**config.mk**
```make
export PLATFORM = sky130hd
export DESIGN_NAME = seq_multiplier
export DESIGN_NICKNAME = d
export VERILOG_FILES = /design/src/rtl/seq_multiplier.sv
export SDC_FILE = /design/constraint.sdc
export NUM_CORES = 1
export LEC_CHECK = 0
export ABC_AREA = 1
export CAP_MARGIN = 20
export CELL_PAD_IN_SITES_DETAIL_PLACEMENT = 1
export CELL_PAD_IN_SITES_GLOBAL_PLACEMENT = 2
export CORE_MARGIN = 1
export CORE_UTILIZATION = 30
export DETAILED_ROUTE_END_ITERATION = 8
export MAX_ROUTING_LAYER = met4
export PLACE_DENSITY = 0.84
export SYNTH_ARGS = -nofsm -noshare
export SYNTH_HDL_FRONTEND = slang
export SYNTH_SLANG_ARGS = --single-unit
```
**constraint.sdc**
```tcl
create_clock -name clk -period 3.4 [get_ports clk]
set_input_delay 0.85 -clock clk [delete_from_list [all_inputs] [get_ports clk]]
set_output_delay 0.85 -clock clk [all_outputs]
set_load 0.05 [all_outputs]
```
**src/rtl/seq_multiplier.sv**
```systemverilog
// Radix-2 shift-add multiplier for the RV32M multiply group (MUL, MULH,
// MULHSU, MULHU). Operands are reduced to magnitudes at accept, multiplied
// unsigned over WIDTH iterations, then the sign is reapplied in one cycle.
//
// state  | meaning
// IDLE   | waiting for start
// CALC   | WIDTH shift-add iterations
// SIGN   | reapply product sign, register selected half
// DONE   | valid pulse; a new start is accepted here without a bubble
module seq_multiplier #(
   parameter int WIDTH = 32
) (
   input  logic             clk,
   input  logic             rst_n,
   input  logic             start,
   input  logic [1:0]       op,
   input  logic [WIDTH-1:0] src1,
   input  logic [WIDTH-1:0] src2,
   input  logic             flush,
   output logic             busy,
   output logic             valid,
   output logic [WIDTH-1:0] result
);

   localparam int CW = $clog2(WIDTH) + 1;

   typedef enum logic [1:0] {
      S_IDLE = 2'd0,
      S_CALC = 2'd1,
      S_SIGN = 2'd2,
      S_DONE = 2'd3
   } state_t;

   state_t             state, state_nxt;
   logic [1:0]         op_q;
   logic               sign_q;
   logic [WIDTH-1:0]   mcand_q;
   logic [WIDTH-1:0]   mplr_q;
   logic [2*WIDTH-1:0] acc_q;
   logic [CW-1:0]      cnt_q;
   logic [WIDTH-1:0]   result_q;

   logic               accept;
   logic               last_iter;
   logic               s1_neg, s2_neg;
   logic [WIDTH-1:0]   s1_mag, s2_mag;
   logic [WIDTH:0]     sum;
   logic [2*WIDTH-1:0] acc_fin;

   assign accept    = ((state == S_IDLE) || (state == S_DONE)) && start && !flush;
   assign last_iter = (cnt_q == CW'(WIDTH - 1));
   assign busy      = (state == S_CALC) || (state == S_SIGN);
   assign valid     = (state == S_DONE);
   assign result    = result_q;

   // Operand conditioning: the most negative value negates to itself and is
   // then read as the unsigned magnitude 2^(WIDTH-1), which is what we want.
   always_comb begin
      s1_neg = ((op == 2'b01) || (op == 2'b10)) && src1[WIDTH-1];
      s2_neg = (op == 2'b01) && src2[WIDTH-1];
      s1_mag = s1_neg ? ('0 - src1) : src1;
      s2_mag = s2_neg ? ('0 - src2) : src2;
   end

   // One shift-add step and the final sign fix-up.
   always_comb begin
      sum     = {1'b0, acc_q[2*WIDTH-1:WIDTH]} + {1'b0, (mplr_q[0] ? mcand_q : '0)};
      acc_fin = sign_q ? ('0 - acc_q) : acc_q;
   end

   // State register.
   always_ff @(posedge clk or negedge rst_n) begin
      if (!rst_n) state <= S_IDLE;
      else        state <= state_nxt;
   end

   // Next-state logic; flush wins over every transition.
   always_comb begin
      state_nxt = state;
      case (state)
         S_IDLE:  if (accept) state_nxt = S_CALC;
         S_CALC:  if (last_iter) state_nxt = S_SIGN;
         S_SIGN:  state_nxt = S_DONE;
         S_DONE:  state_nxt = accept ? S_CALC : S_IDLE;
         default: state_nxt = S_IDLE;
      endcase
      if (flush) state_nxt = S_IDLE;
   end

   // Datapath: load at accept, iterate in CALC, finish in SIGN.
   always_ff @(posedge clk or negedge rst_n) begin
      if (!rst_n) begin
         op_q     <= '0;
         sign_q   <= 1'b0;
         mcand_q  <= '0;
         mplr_q   <= '0;
         acc_q    <= '0;
         cnt_q    <= '0;
         result_q <= '0;
      end else if (accept) begin
         op_q    <= op;
         sign_q  <= s1_neg ^ s2_neg;
         mcand_q <= s1_mag;
         mplr_q  <= s2_mag;
         acc_q   <= '0;
         cnt_q   <= '0;
      end else if (!flush && (state == S_CALC)) begin
         acc_q  <= {sum, acc_q[WIDTH-1:1]};
         mplr_q <= mplr_q >> 1;
         cnt_q  <= cnt_q + CW'(1);
      end else if (!flush && (state == S_SIGN)) begin
         acc_q    <= acc_fin;
         result_q <= (op_q == 2'b00) ? acc_fin[WIDTH-1:0] : acc_fin[2*WIDTH-1:WIDTH];
      end
   end

endmodule
```
# --- Word level (Yosys, flattened, before mapping) ---
# Index checks and enable logic that the tools add are counted.
word_totals:
  ramBits: 0
  latchBits: 0
  ff_bits: 171
  in_bits: 70
  wordCells: 57
  out_inout_bits: 34
  rom_bits: 0
  n_memories: 0
op_classes:
  n_addsub: 5
  reduce_logical: 16
  muxes: 17
  magnitude_cmp: 0
  eq_ne: 8
  n_mul: 0
  bitwise_logic: 3
  n_shift: 0
  div_mod_pow: 0
op_table:
  columns: ["operator", "n"]
  rows:
  - ["$mux 64", 4]
  - ["$mux 32", 6]
  - ["$sub 1x32->32 const A", 2]
  - ["$sub 1x64->64 const A", 1]
  - ["$add 32x32->33", 1]
  - ["$mux 6", 2]
  - ["$pmux 2 s4", 1]
  - ["$add 6x1->6 const B", 1]
  - ["$eq 2x2->1 const B", 3]
  - ["$eq 6x5->1 const B", 1]
  - ["$logic_and 1x1->1", 6]
  - ["$mux 2", 3]
  - ["$ne 3x3->1 const B", 2]
  - ["$eq 2x1->1 const B", 2]
  - ["$logic_not 2->1", 2]
  - ["$logic_or 1x1->1", 3]
  - ["$reduce_and 3->1", 1]
  - ["$reduce_bool 3->1", 1]
  - ["$not 1->1", 2]
  - ["$reduce_and 2->1", 1]
  - ["$reduce_bool 2->1", 1]
  - ["$logic_not 1->1", 1]
  - ["$mux 1", 1]
  - ["$xor 1x1->1", 1]

# --- Logic depth before layout (Yosys ltp) ---
logic_depth:
  word_depth: 7
  ltp_mapped: 19
  mapped_depth_nobuf: 17

# --- Worst setup path before layout ---
# Ideal clock, no wire load.
synth_path:
  kind: "register -> register"
  startpoint: "reg mplr_q[0]"
  endpoint: "reg acc_q[39]"
  required_time_ns: 3.284
  path_buffers: 2
  period_less_slack_ns: 2.376
  arrival_ns: 2.259
  setup_ns: 0.116
  path_stages_with_launch: 20
  setup_slack_ns: 1.024
  path_cell_list: "dfrtp_1 clkbuf_1 clkbuf_1 nand2_1 inv_1 ha_1 inv_1 fa_1 inv_1 nand3_1 nand3_1 nand2_1 nand2_1 inv_1 nand2_1 nand2_1 o21ai_0 inv_1 nand2_1 nand2_1"
synth_via:
  elab_chain_len: 4
synth_lines:
  columns: ["item", "line", "text"]
  rows:
  - ["from (decl)", "38", "logic [WIDTH-1:0] mplr_q;"]
  - ["from (signal assigned)", "104", "mplr_q <= s2_mag;"]
  - ["from (signal assigned)", "109", "mplr_q <= mplr_q >> 1;"]
  - ["$mux 32", "67", "sum = {1'b0, acc_q[2*WIDTH-1:WIDTH]} + {1'b0, (mplr_q[0] ? mcand_q : '0)};"]
  - ["$add 32x32->33", "67", null]
  - ["$mux 64", "107", "end else if (!flush && (state == S_CALC)) begin"]
  - ["$mux 64", "100", "end else if (accept) begin"]
  - ["to (signal assigned)", "108", "acc_q <= {sum, acc_q[WIDTH-1:1]};"]
  - ["to (signal assigned)", "112", "acc_q <= acc_fin;"]
  - ["to (decl)", "39", "logic [2*WIDTH-1:0] acc_q;"]
# Every way passes these cells.
# A chain may end at the register's enable or synchronous reset.

# --- Worst setup path in the final report ---
layout_path:
  startpoint: "reg state[1]"
  endpoint: "out busy"
layout_via:
  elab_chain_len: 2
  word_cells_on_any_way: 3
  cone_classes: "eq/ne: 2; reduce/logical: 1"
layout_lines:
  columns: ["item", "line", "text"]
  rows:
  - ["from (decl)", "34", "state_t state, state_nxt;"]
  - ["from (signal assigned)", "74", "else state <= state_nxt;"]
  - ["$eq 2x1->1 or $eq 2x2->1 (tied branches)", "52", "assign busy = (state == S_CALC) || (state == S_SIGN);"]
  - ["$logic_or 1x1->1 (*)", "52", null]
  - ["to (decl)", "20", "output logic busy,"]
# Mark *: on every way between the ends. The rest lies on a longest branch, timed or not.

==> flow_summary.ini <==
[sta]
worstMarginPinSlew_ns = 0.842
tns_ns = 0
final.min_clock_period_ns = 3.03
rsz0062_at_grt = no
fin_hold_ws_ns = 0.355
finalCritPeriodShare_pct = 89.2
timing.final.ws_setup_ns = 0.368
hold_viol_final = 0
maxSlewHeadroom_pct = 43.8
setup_viol = 0
clock-skew-final_ns = 0.0204
maxSlewViolCount = 0
fmax_mhz = 330

[clock_tree]
cts_tree = done
htree_levels = 4
cts_buffers = 17
cts_setup_buffers = 0
clk-insertion-delay-late_ns = 0.50
root_buffer = clkbuf_16
cts_hold_buf = 0
cts.sinks = 171
clock_path_buffers = 2
cts_resized = 0
clk_pin_slew_worst_paths_ns = 0.07

[pwr]
power_uw = 15400
leakage_uw = 0.00881
ir_drop_uv = 502
power_density_nw_per_um2 = 903

[grt]
busiest_layer = met2
grt.overflow.total = 0
grtUsageMet1_pct = 31.3
grt_first_pass_wirelength_um = 88700
grt_max_degree = 67
antenna_found_initial = 0
grt_util_met3_pct = 2.16
groute.layer.met2.usage_pct = 36.4
grt_pass1_vias = 16135
track_usage_pct = 23.5

[route]
drcViolationCount = 0
via_per_inst = 5.00
drt-initial-drc-count = 931
dr.pass1.iters = 5
wl_per_cell_um = 17.5
drt_wl_total_um = 54700
ant_nets = 0
dr_total_vias = 15623

[yosys]
yosys.area.top_type = dfrtp_1
synthesis.nets = 2533
synth_area_leaders = dfrtp_1 29%, nand2_1 21%, nand3_1 9.1%, inv_1 8.3%, nor2_1 6.3%
synth.distinct_cells = 50
avgSynthCellArea_sq_um = 6.05
ys_warn_count = 0
synth-seq-cells = 171
seq_area_frac_synth_pct = 29.2
syn_area_sq_um = 14600
synth_top_area_share_pct = 29.2
syn_inst = 2420

[floorplanning]
dieArea_sq_um = 49700
design.core.area_sq_um = 47900
fp.dieH_um = 223
initial_core_util_pct = 30.5
pin_count = 104
die_w_um = 223
rows = 80

[setup_path]
cp_max_fo = 5
criticalPathCategory = flip-flop to output port
end_kind = output port
ff2ff_setup_slack_ns = 0.49
cp-start-kind = flip-flop
crit_arrival_ns = 2.18
worst-endpoint-required_ns = 2.55

[worst_hold_path]
worst_hold_path_type = input port to async pin

[place]
port_buffers = 103
dp_worst_setup_slack_ns = 0.374
place.gp.congestion = 0.951
hpwl_um = 43400

[outcome]
status = complete, no violations

[job]
drv_cap = 0

[final_layout]
layout-drive-gt1-share_pct = 5.22
layout.nets = 2608
diodes = 0
area_growth_pct = 16.1
[layout make-up]
class,count,area [sq um]
Fill cell,6361,31000
Multi-Input combinational cell,1830,8740
Sequential cell,171,4280
Timing Repair Buffer,132,1310
Inverter,343,1290
Tap cell,615,769
Clock buffer,21,470
Clock inverter,11,135
[critical path, stage by stage, from the launching register on]
cell and delay, ns:
dfrtp_1 0.42, inv_1 0.10, ha_1 0.35, clkdlybuf4s50_1 0.82
[kinds of logic (layout without fill, tap and decap cells)]
| logic type | after synthesis | in the layout | synth area share (%) |
|---|---|---|---|
| xor+xnor | 65 | 65 | 3.99 |
| buf+inv | 419 | 507 | 11.1 |
| compound gates | 266 | 266 | 9.84 |
| flops | 171 | 171 | 29.2 |
| simple gates | 1456 | 1456 | 42.1 |
| fa+ha+maj | 43 | 43 | 3.73 |
[state kept, by name, indices dropped and copies added, names as in the netlist]
name,count
acc_q,64
mcand_q,32
mplr_q,32
result,32
cnt_q,6
op_q,2
state,2
sign_q,1
[cell usage after synthesis, drive strengths merged]
master and count:
nand2 851, inv 338, nand3 272, nor2 260
o21ai 178, dfrtp 171, xor2 58, a21oi 48
ha 42, buf 39, clkbuf 37, nand4 23
nor3 23, or2 14, o22ai 13, o211ai 12
nand3b 8, xnor2 7, clkinv 5, o21bai 4
and2 3, o31ai 3, a21o 2, o32ai 2
a211oi 1, a22oi 1, a32o 1, and3 1
fa 1, nor4 1, o311ai 1
[layout by cell type, fill, tap and decap left out, types with 4 or more instances in the layout]
cell | synthesis | final
nor2_1 | 246 | 245
nand2_2 | 12 | 11
dfrtp_1 | 171 | 170
ha_1 | 42 | 42
buf_12 | 0 | 5
o21bai_1 | 4 | 4
buf_4 | 4 | 24
nor3_1 | 22 | 22
nor2_4 | 5 | 5
o21ai_0 | 141 | 141
nand3b_1 | 8 | 8
inv_1 | 324 | 324
nand2_4 | 4 | 5
clkbuf_16 | 0 | 17
nand3_2 | 5 | 5
inv_2 | 14 | 14
clkinv_1 | 4 | 4
o22ai_1 | 13 | 13
nand4_1 | 23 | 23
xnor2_1 | 7 | 7
nand3_1 | 266 | 266
xor2_1 | 56 | 56
o21ai_1 | 34 | 34
nor2_2 | 7 | 8
nand2_1 | 835 | 835
a21oi_1 | 48 | 48
o211ai_1 | 12 | 12
or2_2 | 11 | 11
clkdlybuf4s50_1 | 0 | 102
[path summary, 6_finish.rpt]
check | start | end | cells after the start
max | state[1]$_DFFE_PN0P_ | busy | 3
min | rst_n | result[12]$_DFFE_PN0P_ | 1
max reg2reg | mplr_q[0]$_DFFE_PN0N_ | acc_q[51]$_DFFE_PN0P_ | 15
min reg2reg | result[21]$_DFFE_PN0P_ | result[21]$_DFFE_PN0P_ | 2
max in group asynchronous | rst_n | acc_q[50]$_DFFE_PN0P_ | 2
min in group clk | result[21]$_DFFE_PN0P_ | result[21]$_DFFE_PN0P_ | 2
[metal layers]
| layer | wire length, um | up-vias |
|---|---|---|
| met1 | 26500 | 7488 |
| met5 | 0 | - |
| met2 | 24800 | 282 |
| met4 | 1540 | 0 |
| met3 | 1800 | 70 |
| li1 | - | 7783 |
[metrics by stage]
stage / instances / area, sq um / util, %
floorplan: 2420 / 14600 / -
global placement: 3091 / 16400 / 34.2
detailed placement: 3091 / 16400 / 34.2
CTS: 3123 / 17000 / 35.4
global route: 3123 / 17000 / 35.4
finish: 3123 / 17000 / 35.4
[power by group]
group,switching [uW],internal [uW],total (uW)
registers,930,2970,3900
logic,6460,2900,9360
clock network,946,1150,2090
No activity file was read; power rests on OpenSTA's default activity.
